--- src/rtl/input_debounce_conditioner.sv ---
// Board input conditioner: per-bit polarity fix, 2-flop sync, counter debounce,
// registered rise/fall pulses and a sticky rising-edge capture with per-bit clear.
module input_debounce_conditioner #(
  parameter int               WIDTH           = 22,
  parameter int               DEBOUNCE_CYCLES = 500000,
  parameter int               CNT_W           = 19,
  parameter logic [WIDTH-1:0] INVERT_MASK     = 'h00000F
) (
  input  logic             clk_clk,
  input  logic             reset_reset_n,
  input  logic [WIDTH-1:0] raw_in,
  output logic [WIDTH-1:0] stable_out,
  output logic [WIDTH-1:0] rise_pulse,
  output logic [WIDTH-1:0] fall_pulse,
  output logic             any_change,
  output logic [WIDTH-1:0] edge_capture,
  input  logic [WIDTH-1:0] edge_clear
);

  localparam logic [CNT_W-1:0] CNT_LAST = CNT_W'(DEBOUNCE_CYCLES - 1);

  logic [WIDTH-1:0] r_sync_p0;
  logic [WIDTH-1:0] r_sync_p1;
  logic [CNT_W-1:0] r_cnt [WIDTH];
  logic [WIDTH-1:0] r_stable;
  logic [WIDTH-1:0] r_rise;
  logic [WIDTH-1:0] r_fall;
  logic             r_any;
  logic [WIDTH-1:0] r_capture;

  logic [WIDTH-1:0] w_diff;
  logic [WIDTH-1:0] w_accept;
  logic [WIDTH-1:0] w_rise;
  logic [WIDTH-1:0] w_fall;

  // Acceptance: the synchronised level has differed from stable for DEBOUNCE_CYCLES edges
  always_comb begin
    w_diff   = r_sync_p1 ^ r_stable;
    w_accept = '0;
    for (int i = 0; i < WIDTH; i++) begin
      w_accept[i] = w_diff[i] && (r_cnt[i] == CNT_LAST);
    end
    w_rise = w_accept & r_sync_p1;
    w_fall = w_accept & ~r_sync_p1;
  end

  always_ff @(posedge clk_clk or negedge reset_reset_n) begin
    if (!reset_reset_n) begin
      r_sync_p0 <= '0;
      r_sync_p1 <= '0;
      for (int i = 0; i < WIDTH; i++) begin
        r_cnt[i] <= '0;
      end
      r_stable  <= '0;
      r_rise    <= '0;
      r_fall    <= '0;
      r_any     <= 1'b0;
      r_capture <= '0;
    end else begin
      r_sync_p0 <= raw_in ^ INVERT_MASK;
      r_sync_p1 <= r_sync_p0;
      // Any agreeing cycle or an acceptance restarts the count, so it never wraps
      for (int i = 0; i < WIDTH; i++) begin
        if (!w_diff[i] || w_accept[i]) begin
          r_cnt[i] <= '0;
        end else begin
          r_cnt[i] <= r_cnt[i] + CNT_W'(1);
        end
      end
      r_stable  <= r_stable ^ w_accept;
      r_rise    <= w_rise;
      r_fall    <= w_fall;
      r_any     <= |w_accept;
      // A new rise beats a coincident clear
      r_capture <= (r_capture & ~edge_clear) | w_rise;
    end
  end

  assign stable_out   = r_stable;
  assign rise_pulse   = r_rise;
  assign fall_pulse   = r_fall;
  assign any_change   = r_any;
  assign edge_capture = r_capture;

endmodule

--- config.mk ---
export PLATFORM = sky130hd
export DESIGN_NAME = input_debounce_conditioner
export DESIGN_NICKNAME = d
export VERILOG_FILES = /design/src/rtl/input_debounce_conditioner.sv
export SDC_FILE = /design/constraint.sdc
export NUM_CORES = 1
export LEC_CHECK = 0
export BUFFER_PORTS_ARGS = -buffer_cell sky130_fd_sc_hd__buf_2
export CAP_MARGIN = 20
export CORE_MARGIN = 2
export CORE_UTILIZATION = 35
export DETAILED_ROUTE_END_ITERATION = 10
export GPL_ROUTABILITY_DRIVEN = 0
export HOLD_SLACK_MARGIN = 0.1
export SYNTH_ARGS = -nofsm -noshare
export SYNTH_HDL_FRONTEND = slang
export SYNTH_SLANG_ARGS = --single-unit
--- constraint.sdc ---
create_clock -name clk_clk -period 2 [get_ports clk_clk]
set_input_delay 0.2 -clock clk_clk [delete_from_list [all_inputs] [get_ports clk_clk]]
set_output_delay 0.2 -clock clk_clk [all_outputs]
set_load 0.1 [all_outputs]
==> summary.txt <==
Status -> completed
Mapped Area -> 24900 sq um
Post-DRT Antenna Nets -> 0
Design area -> 31100 sq um
Pint -> 18.7 mW
Final hold slack -> 0.157 ns
Post-synth EDFFs -> 0
Crit. End Element -> flop
Cell variety after synth -> 53
Seq/Total Area, Yosys -> 55.5%
Pwr Density -> 770 nW/um^2
CP Data Required Time -> 2.50 ns
Die Span X -> 270 microns
Area leader, netlist -> dfrtp_1
Area after DPL -> 28300 sq um
Clock latency on the worst-skew pair -> 0.62 ns
Multi-input gate area -> 10800 sq um
Slew Limit Fails -> 0
Clock network power share -> 48.5%
Clock Pin Slew Worst Setup and Hold Paths -> 0.06 ns
Sw Pwr -> 5.25 mW
P&R area growth vs syn -> 25.2%
Clock sinks -> 551
Core footprint -> 70100 sq um
TritonCTS clock tree -> yes
Relative slew slack -> 59.0%
Most used flip-flop cell after synthesis -> dfrtp_1
Met2 Routed Length -> 24200 microns
Hpwl dp -> 35700 microns
Drt drc -> 0
FF-to-FF Start -> r_cnt[409]$_DFF_PN0_
Non-Filler Instances -> 3824
Worst Hold Class -> primary input to async pin
FMAX -> 513 MHz
Vias per Instance -> 4.76
H-tree Lvls -> 2
WS Path Type -> flop to flop
CTS max path bufs -> 3
Largest net degree at the start of global routing -> 111
Peak supply drop -> 0.000633 V
Drt initial violations -> 1211
PortBufs -> 134
First-pass GRT wire length -> 88800 microns
Die H -> 270 microns
Gr usage total -> 14.1%
Share of post-route cells with drive strength above 1 -> 18.6%
Initial core utilization -> 35.4%
Met1 Routed Length -> 24300 microns
Number of placed instances, taps included -> 3658
Top cells by area, synth -> dfrtp_1 (55%), xor2_1 (7.8%), nor2_1 (7.4%)
Crit share post-route -> 97.4%
Final hold violation count -> 0
Ports -> 135
Logic pwr share -> 3.8%
Post-Synthesis Cells -> 2416
Worst-margin pin slew -> 0.614 ns
Filler cells -> 6685
Pleak -> 14.2 nW
CTS buffer count -> 61
DR top layer -> met4
Final Skew -> 0.0126 ns
Initial antenna violation count -> 1
Final nets -> 2898
Tmin final -> 1.95 ns
Sequential Power Share -> 47.7%
CP Launch Point -> r_cnt[409]$_DFF_PN0_
Grt total ovfl -> 0
Fin util -> 44.4%
Startpoint type of the worst setup path -> flop
FF/Latch Area -> 13800 sq um
Switching share of power -> 21.9%
Total power draw -> 24.0 mW
Drt pass-1 iters -> 5
WL final -> 51600 microns
Vias in the first global route -> 18.9k
Post-Syn Nets -> 2484
Fin worst setup slack -> 0.0518 ns
DR vias -> 18.2k
Site Rows -> 97
Final TNS setup -> 0 ns
Max_cap viols -> 0
Peak fanout along the critical path -> 5
RSZ-0062 raised after global routing -> true
Synth top area share -> 55.5%
Drt wl/cell -> 13.5 microns
Placement Setup Slack -> -0.135 ns
Full die area -> 73200 sq um
Mean Syn Cell Area -> 10.3 sq um
Ys async rst share -> 100%
WL met3 -> 1920 microns
Finish-stage setup viols -> 0
Yosys warning count -> 0
Root Buffer -> clkbuf_16
CP arrival -> 2.45 ns
#FFs+latches synth -> 551
## layout by cell type (no fill, tap or decap), drive strengths merged, types with 33 or more instances in the layout
cell / count
dfrtp: 551
nor2: 492
buf: 351
xor2: 222
nand2: 184
nand3: 162
xnor2: 156
clkbuf: 90
and3: 76
nand4: 74
inv: 62
dlygate4sd3: 46
nor3: 41
nor3b: 35
and4: 33
## cell type report
| type | instances | share of cell area, % |
|---|---|---|
| Antenna cell | 1 | 0.00804 |
| Clock buffer | 89 | 5.57 |
| Tap cell | 940 | 3.78 |
| Multi-Input combinational cell | 1759 | 34.7 |
| Clock inverter | 27 | 1.17 |
| Timing Repair Buffer | 398 | 9.73 |
| Sequential cell | 551 | 44.3 |
| Inverter | 59 | 0.712 |
## kinds of logic after synthesis
logic type	synth area share, %
flip-flops	55.5
adder cells (fa/ha/maj)	1.11
AO/OA/AOI/OAI	1.63
buffers and inverters	1.91
AND/OR/NAND/NOR	25.6
multiplexers	0.966
XOR/XNOR	13.3
## worst max-delay path, cell delays in order, from the launching register on
cell     delay [ns]
dfrtp_1        0.38
or4b_1         0.54
or4_4          0.59
mux2_4         0.32
## synth_stat cells, types with 2 or more instances
cell and instances:
nand4bb_1 2, nor4b_1 26, xor2_1 222, or2_2 7, buf_4 7, mux2_2 20, nor3b_1 34, a21oi_1 21
nor3_1 41, or4bb_1 3, nor2_1 492, a21o_1 7, nand2_1 180, and3_1 74, nor4bb_1 5, nor4_1 23
or3_1 25, buf_2 10, nand2_2 3, o22ai_1 16, and2_1 7, dfrtp_1 551, and4_1 32, buf_6 5
nor2b_1 4, o2111ai_1 2, or4b_1 3, ha_1 22, nand4_1 74, and3_2 2, nand4b_1 14, nand3_1 161
and4b_1 2, o21ai_0 21, or4_1 13, nand2b_1 26, or4b_2 3, clkbuf_1 24, inv_1 59, nand3b_1 5
xnor2_1 156
## path summary, 6_finish.rpt
path	endpoint	slack, ns	cells after the start
setup / recovery	flop	0.05	3
hold / removal	r_cnt[48]$_DFF_PN0_	0.16	3
setup reg to reg	flop	0.05	3
hold reg to reg	r_sync_p1[18]$_DFF_PN0_	0.34	0
max in group asynchronous	async pin	1.23	3
min in group clk_clk	r_sync_p0[16]$_DFF_PN0_	0.21	2
## state kept, by name, summed over array words and instances (netlist names), named ones only
signal	flops
r_sync_p0	22
r_cnt	418
rise_pulse	22
edge_capture	22
any_change	1
fall_pulse	22
r_sync_p1	22
## metal layers
metal | up-vias | global-route usage (%)
met1 | 8918 | 18.9
li1 | 9003 | -
met2 | 210 | 23.3
met4 | 0 | 4.07
met5 | - | 0
met3 | 74 | 2.73
## power by group through the flow
| stage | logic [mW] | clock network, mW | registers (mW) |
|---|---|---|---|
| final | 0.909 | 11.6 | 11.4 |
| after CTS | 0.931 | 12.1 | 11.4 |
| after floorplan | 0.329 | 0 | 11.6 |
| after global placement | 0.826 | 0 | 11.6 |
| after global routing | 1.04 | 12.5 | 11.5 |
| after detailed placement | 0.856 | 0 | 11.6 |
## timing repair
item	4_1_cts	5_1_grt
pin swaps	3	9
gates cloned	0	1
buffers inserted	0	2
endpoints found under the setup margin	35	132
endpoints found under the hold margin	595	0
resized for setup	10	34
hold buffers	46	0
No activity file was read; power rests on OpenSTA's default activity.
